<file path="src/rtl/axi_bram_log_reader.sv">
`default_nettype none
// ============================================================================
// Module   : axi_bram_log_reader
// Purpose  : Drains 96-bit log records from the BRAM read port and serialises
//            them into a 32-bit valid/ready word stream. Optional macro
//            AXI_BRAM_LOG_READER_TSDELTA_EN turns word 2 into a timestamp delta.
// Revision : 1.0 - initial release
// ============================================================================
module axi_bram_log_reader #(
    parameter int LOG_DATA_BITW = 96,
    parameter int NUM_WORDS     = 3,
    parameter int NUM_SER_BRAMS = 12,
    parameter int CNT_BITW      = 14,
    parameter int ADDR_BITW     = 16,
    parameter int RD_LAT        = 1
) (
    input  logic                     Clk_CI,
    input  logic                     Rst_RI,
    input  logic                     Start_SI,
    input  logic                     Abort_SI,
    input  logic [CNT_BITW-1:0]      NumEntries_DI,
    output logic                     Busy_SO,
    output logic                     Done_SO,
    output logic                     BramEn_SO,
    output logic [ADDR_BITW-1:0]     BramAddr_DO,
    input  logic [LOG_DATA_BITW-1:0] BramRd_DI,
    output logic                     OutValid_SO,
    input  logic                     OutReady_SI,
    output logic [31:0]              OutData_DO,
    output logic                     OutLast_SO
);

    localparam int                  c_MAX_ENTRIES = 1024 * NUM_SER_BRAMS;
    localparam logic [CNT_BITW-1:0] c_CAP         = CNT_BITW'(c_MAX_ENTRIES);
    localparam logic [CNT_BITW-1:0] c_ONE         = CNT_BITW'(1);
    localparam int                  c_PTR_W       = $clog2(NUM_WORDS + 1);
    localparam logic [c_PTR_W-1:0]  c_LAST_PTR    = c_PTR_W'(NUM_WORDS - 1);
    localparam logic [1:0]          c_LAT_END     = 2'(RD_LAT - 1);

    typedef enum logic [2:0] {
        S_IDLE   = 3'd0,
        S_FETCH  = 3'd1,
        S_WAIT   = 3'd2,
        S_STREAM = 3'd3,
        S_DONE   = 3'd4
    } state_t;

    state_t                   r_state;
    logic [CNT_BITW-1:0]      r_idx;
    logic [CNT_BITW-1:0]      r_remaining;
    logic [c_PTR_W-1:0]       r_ptr;
    logic [1:0]               r_lat_cnt;
    logic [LOG_DATA_BITW-1:0] r_record;
    logic                     r_busy;
    logic                     r_done;
    logic                     r_bram_en;
    logic [ADDR_BITW-1:0]     r_bram_addr;
    logic                     r_out_valid;
    logic [31:0]              r_out_data;
    logic                     r_out_last;

    logic                     w_xfer;
    logic                     w_last_rec;
    logic [CNT_BITW-1:0]      w_start_cnt;
    logic [CNT_BITW-1:0]      w_next_idx;
    logic [c_PTR_W-1:0]       w_ptr_next;
    logic [31:0]              w_ts_base;

    always_comb begin
        w_xfer      = r_out_valid && OutReady_SI;
        w_last_rec  = (r_remaining == c_ONE);
        w_start_cnt = (NumEntries_DI > c_CAP) ? c_CAP : NumEntries_DI;
        w_next_idx  = r_idx + c_ONE;
        w_ptr_next  = r_ptr + c_PTR_W'(1);
    end

`ifdef AXI_BRAM_LOG_READER_TSDELTA_EN
    logic [31:0] r_prev_ts;

    // Tracks the timestamp of the last record whose word 2 actually left.
    always_ff @(posedge Clk_CI or posedge Rst_RI) begin
        if (Rst_RI) begin
            r_prev_ts <= '0;
        end else if (r_state == S_IDLE && Start_SI) begin
            r_prev_ts <= '0;
        end else if (r_state == S_STREAM && w_xfer && r_ptr == c_LAST_PTR) begin
            r_prev_ts <= r_record[LOG_DATA_BITW-1 -: 32];
        end
    end

    always_comb w_ts_base = r_prev_ts;
`else
    always_comb w_ts_base = '0;
`endif

    function automatic logic [ADDR_BITW-1:0] f_addr(input logic [CNT_BITW-1:0] idx);
        logic [ADDR_BITW-1:0] a;
        a               = '0;
        a[CNT_BITW+1:2] = idx;
        return a;
    endfunction

    // Word NUM_WORDS-1 is the timestamp; a zero base leaves it raw.
    function automatic logic [31:0] f_word(input logic [LOG_DATA_BITW-1:0] rec,
                                           input logic [c_PTR_W-1:0]       k,
                                           input logic [31:0]              base);
        logic [31:0] w;
        w = rec[32*k +: 32];
        if (k == c_LAST_PTR) begin
            w = w - base;
        end
        return w;
    endfunction

    always_ff @(posedge Clk_CI or posedge Rst_RI) begin
        if (Rst_RI) begin
            r_state     <= S_IDLE;
            r_idx       <= '0;
            r_remaining <= '0;
            r_ptr       <= '0;
            r_lat_cnt   <= '0;
            r_record    <= '0;
            r_busy      <= 1'b0;
            r_done      <= 1'b0;
            r_bram_en   <= 1'b0;
            r_bram_addr <= '0;
            r_out_valid <= 1'b0;
            r_out_data  <= '0;
            r_out_last  <= 1'b0;
        end else if (r_state != S_IDLE && Abort_SI) begin
            r_state     <= S_IDLE;
            r_busy      <= 1'b0;
            r_done      <= 1'b0;
            r_bram_en   <= 1'b0;
            r_out_valid <= 1'b0;
            r_out_last  <= 1'b0;
        end else begin
            case (r_state)
                S_IDLE: begin
                    if (Start_SI) begin
                        r_remaining <= w_start_cnt;
                        r_idx       <= '0;
                        r_busy      <= 1'b1;
                        if (w_start_cnt == '0) begin
                            r_state <= S_DONE;
                            r_done  <= 1'b1;
                        end else begin
                            r_state     <= S_FETCH;
                            r_bram_en   <= 1'b1;
                            r_bram_addr <= '0;
                        end
                    end
                end
                S_FETCH: begin
                    r_bram_en <= 1'b0;
                    r_lat_cnt <= '0;
                    r_state   <= S_WAIT;
                end
                S_WAIT: begin
                    if (r_lat_cnt == c_LAT_END) begin
                        r_record    <= BramRd_DI;
                        r_ptr       <= '0;
                        r_out_valid <= 1'b1;
                        r_out_data  <= f_word(BramRd_DI, '0, w_ts_base);
                        r_out_last  <= (NUM_WORDS == 1) && w_last_rec;
                        r_state     <= S_STREAM;
                    end else begin
                        r_lat_cnt <= r_lat_cnt + 2'd1;
                    end
                end
                S_STREAM: begin
                    if (w_xfer) begin
                        if (r_ptr == c_LAST_PTR) begin
                            r_remaining <= r_remaining - c_ONE;
                            r_out_valid <= 1'b0;
                            r_out_last  <= 1'b0;
                            if (w_last_rec) begin
                                r_state <= S_DONE;
                                r_done  <= 1'b1;
                            end else begin
                                // Index only moves when another record follows, so it stays in range.
                                r_idx       <= w_next_idx;
                                r_state     <= S_FETCH;
                                r_bram_en   <= 1'b1;
                                r_bram_addr <= f_addr(w_next_idx);
                            end
                        end else begin
                            r_ptr      <= w_ptr_next;
                            r_out_data <= f_word(r_record, w_ptr_next, w_ts_base);
                            r_out_last <= (w_ptr_next == c_LAST_PTR) && w_last_rec;
                        end
                    end
                end
                S_DONE: begin
                    r_done  <= 1'b0;
                    r_busy  <= 1'b0;
                    r_state <= S_IDLE;
                end
                default: begin
                    r_state <= S_IDLE;
                end
            endcase
        end
    end

    assign Busy_SO     = r_busy;
    assign Done_SO     = r_done;
    assign BramEn_SO   = r_bram_en;
    assign BramAddr_DO = r_bram_addr;
    assign OutValid_SO = r_out_valid;
    assign OutData_DO  = r_out_data;
    assign OutLast_SO  = r_out_last;

endmodule
`default_nettype wire

</file>
<file path="config.mk">
export PLATFORM = sky130hd
export DESIGN_NAME = axi_bram_log_reader
export DESIGN_NICKNAME = d
export VERILOG_FILES = /design/src/rtl/axi_bram_log_reader.sv
export SDC_FILE = /design/constraint.sdc
export NUM_CORES = 1
export LEC_CHECK = 0
export ABC_AREA = 1
export CAP_MARGIN = 30
export CORE_ASPECT_RATIO = 0.8
export CORE_MARGIN = 2
export CORE_UTILIZATION = 58
export DETAILED_ROUTE_END_ITERATION = 8
export DONT_BUFFER_PORTS = 1
export PLACE_DENSITY = 0.77
export SYNTH_ARGS = -nofsm -noshare
export SYNTH_HDL_FRONTEND = slang
export SYNTH_SLANG_ARGS = --single-unit
</file>
<file path="constraint.sdc">
create_clock -name Clk_CI -period 5.2 [get_ports Clk_CI]
set_input_delay 0.26 -clock Clk_CI [delete_from_list [all_inputs] [get_ports Clk_CI]]
set_output_delay 0.26 -clock Clk_CI [all_outputs]
set_load 0.02 [all_outputs]
</file>
==> results.txt <==
- Outcome: complete, but fails checks
- The final reports fail on hold timing.
- VDD sags by at most 0.2581 mV.
- Number of vias per cell: 5.533
* Worst setup EP type: flop
* Setup repair after global routing missed its margin: no
- During synthesis, Yosys emitted a total of 0 warnings.
- Max-cap violations in this run came to 0.
- Nets: 1235
- Grt met1 use: 0.3672
- Clock skew on the completed layout was measured at 0.009734 ns.
* Initial antenna violation count: 1
- met2 is the most crowded layer.
- In the routed design, unresolved DRC markers number 0.
* Worst slew slack as a fraction of its limit: 0.3382
- Post-Syn Instances: 1045
- At the worst endpoint, the arrival time is 3.58 ns.
- In this design, the stage delay of the slowest critical-path cell is 0.59 ns.
* CTS Root Cell: sky130_fd_sc_hd__clkbuf_16
- Worst-Margin Slew: 0.9928 ns
* H-tree lvl count: 4
* Static leakage: 4.998 nW
- Worst setup SP type: flop
- CP max stage cell: sky130_fd_sc_hd__clkinv_2
- Fraction of final layout cells sized beyond drive strength 1: 0.1730
- The number of hold buffers added after CTS was 95.
* Maximum number of pins on one net before global-route repair: 183
- For met2 alone, demand over resource in global routing was 0.4346.
* Number of non-filler instances in the completed layout: 1343
- First-pass detailed-route iteration total: 6
* GP Congestion: 0.8632
* Power density normalized to cell area: 564.9 nW/um^2
- Classification of the worst-slack hold path: in -> async
- Total of cells resized after clock tree synthesis: 0
- The number of slew-limit violations in the final report came to 0.
- Summed over all layers, the global routing overflow is 0.
- After detailed routing, the average wire length per cell comes to 17.03 um.
- Depth of the most critical reg-to-reg path: 12
- TritonCTS built the clock tree.
* Core box area: 15650 um^2
- No sink is reached through more buffers than the 2 on the longest clock path.
- Final Cycle Share: 0.6281
* Netlist area before placement: 9211 um^2
* Die Outline Area: 16910 um^2
- During placement, the flow inserted port buffers numbering 0.
* Yosys reg bits: 182
- The worst setup path is of the reg -> reg kind.
- Starting density of the core: 0.5887
* Data required, critical path: 5.51 ns
* Syn-to-layout area delta: 17.35%
- Placed cell count: 1214
- In this run the worst path has a maximum fanout of 50.
* Post-CTS setup buffers: 0
* Final antenna-violating net count: 0
- In this run the core area contains 41 standard-cell rows.
- Walking the worst path, the cells encountered are inv_2 -> nand3_2 -> buf_4 -> inv_2 -> nand2_2 -> nand2_1 -> nand2_1 -> nor2_4 -> clkinv_2 -> buf_4 -> nand2_2 -> o21ai_2.
- Setup violations remaining at the end of the flow were counted as 0.
* GR Layer Usage met3: 0.07503
- In this run, CTS created clock tree buffers numbering 17.
- Die Height: 116.7 um
- Share of synthesized area occupied by flip-flops and latches: 0.4944
- Clock-pin slew reported for the worst setup and hold paths after clock tree synthesis: 0.07 ns
- Post-route worst hold slack: -0.04068 ns
- Most frequent cells in the layout: sky130_fd_sc_hd__nand2_1, sky130_fd_sc_hd__dfrtp_1, sky130_fd_sc_hd__dlygate4sd3_1, sky130_fd_sc_hd__nor2_1, sky130_fd_sc_hd__a21oi_1
- Mapped Avg Cell Area: 8.815 um^2
* Die width: 144.9 um
* Total count of hold-check failures in the final report: 44
- Number of clock sinks: 182
- Final critical delay including setup and external delays: 3.266 ns
- Clock Latency Late Sink: 0.44 ns
- Number of distinct library cells after synthesis: 38
* Total number of vias: 7431
* Timing-limited maximum frequency: 306.2 MHz
* Global router's overall resource usage: 0.2771
- Fraction of the core area covered by cells at the end of the flow: 0.6908
- Global-route wire length before repair: 36.16 mm
- Count of pins on the block boundary: 168
* Commonest non-fill, non-tap cell in the layout: sky130_fd_sc_hd__nand2_1
- Via count of the first global-routing pass: 7254
- Half-perimeter wire length of the detailed placement result: 13.49 mm
* Power, Total: 6.106 mW
* Total Negative Setup Slacks: 0 ns
- Iter 0 DRT Violations: 538
- After detailed routing, the total wire length is 22.88 mm.
worst max-delay path, delay by kind of cell, from the launching register on:
kind	cells	cell delay, ns
flops	1	0.42
simple gates	6	0.80
buf+inv	5	1.81
compound gates	1	0.06
final timing paths:
| path | slack [ns] | end | start |
|---|---|---|---|
| worst max-delay path | 1.93 | OutData_DO[14] | r_state[2] |
| worst min-delay path | -0.04 | BramAddr_DO[2] | Rst_RI |
| worst max register to register | 1.93 | OutData_DO[14] | r_state[2] |
| worst min register to register | 0.49 | r_remaining[10] | r_remaining[10] |
| max in group asynchronous | 4.44 | r_ptr[0] | Rst_RI |
| min in group Clk_CI | 0.01 | r_record[4] | BramRd_DI[4] |
sequential cells by signal, indices dropped and copies added, names as in the netlist:
| register | flops |
|---|---|
| r_lat_cnt | 2 |
| BramAddr_DO | 14 |
| OutLast_SO | 1 |
| BramEn_SO | 1 |
| r_state | 3 |
| r_ptr | 2 |
| OutValid_SO | 1 |
| r_record | 96 |
| OutData_DO | 32 |
| r_idx | 14 |
| Done_SO | 1 |
| r_remaining | 14 |
| Busy_SO | 1 |
kinds of logic after synthesis:
| family | after synthesis | share of synthesized area |
|---|---|---|
| flip-flops | 182 | 0.4944 |
| multiplexers | 64 | 0.07824 |
| other | 1 | 0.0004071 |
| buffers and inverters | 135 | 0.06805 |
| adder cells (fa/ha/maj) | 6 | 0.008150 |
| AND/OR/NAND/NOR | 444 | 0.2093 |
| AO/OA/AOI/OAI | 208 | 0.1366 |
| XOR/XNOR | 5 | 0.004754 |
report_power, final:
| group | total [mW] | internal (mW) | leakage, nW | switching (mW) |
|---|---|---|---|---|
| combinational | 2.26 | 0.895 | 2.49 | 1.37 |
| clock | 1.29 | 0.682 | 0.283 | 0.610 |
| sequential | 2.55 | 1.99 | 2.23 | 0.565 |
| total | 6.11 | 3.56 | 5.00 | 2.54 |
final cells by class:
class                           instances  area, um^2
Antenna cell                            1       2.502
Clock inverter                         15       160.2
Timing Repair Buffer                  105        1059
Sequential cell                       182        4556
Fill cell                            1178        4837
Clock buffer                           17       425.4
Tap cell                              215       269.0
Inverter                               79       301.5
Multi-Input combinational cell        729        4036
synthesized netlist by cell type, drive strengths merged:
| library cell | number | area (um^2) |
|---|---|---|
| nand2 | 294 | 1209 |
| dfrtp | 182 | 4554 |
| nor2 | 100 | 425.4 |
| o21ai | 94 | 594.3 |
| inv | 79 | 296.5 |
| a21oi | 78 | 394.1 |
| mux2 | 64 | 720.7 |
| buf | 38 | 262.8 |
| nand3 | 35 | 190.2 |
| o211ai | 32 | 240.2 |
| clkbuf | 18 | 67.56 |
| ha | 6 | 75.07 |
| nand4 | 6 | 52.55 |
| nor3 | 6 | 30.03 |
| xor2 | 5 | 43.79 |
| a22o | 1 | 8.760 |
| and2 | 1 | 6.260 |
| conb | 1 | 3.750 |
| nand3b | 1 | 7.510 |
| nor3b | 1 | 7.510 |
| o21a | 1 | 7.510 |
| o22ai | 1 | 6.260 |
| o31ai | 1 | 7.510 |
metrics by stage:
stage	hold WS [ns]	instance area [um^2]	worst slack (ns)
after floorplan	0.4104	9219	2.603
after global placement	0.4107	9243	2.074
after detailed placement	0.4136	9243	2.004
after CTS	0.002936	10780	1.976
after global routing	0.002674	10810	1.740
final	-0.04068	10810	1.934
metal layers:
metal  wire length (um)  up-vias
li1                   -     3557
met1               9844     3521
met2              10670      299
met3               1823       54
met4                537        0
met5                  0        -
No activity file was read; power rests on OpenSTA's default activity.
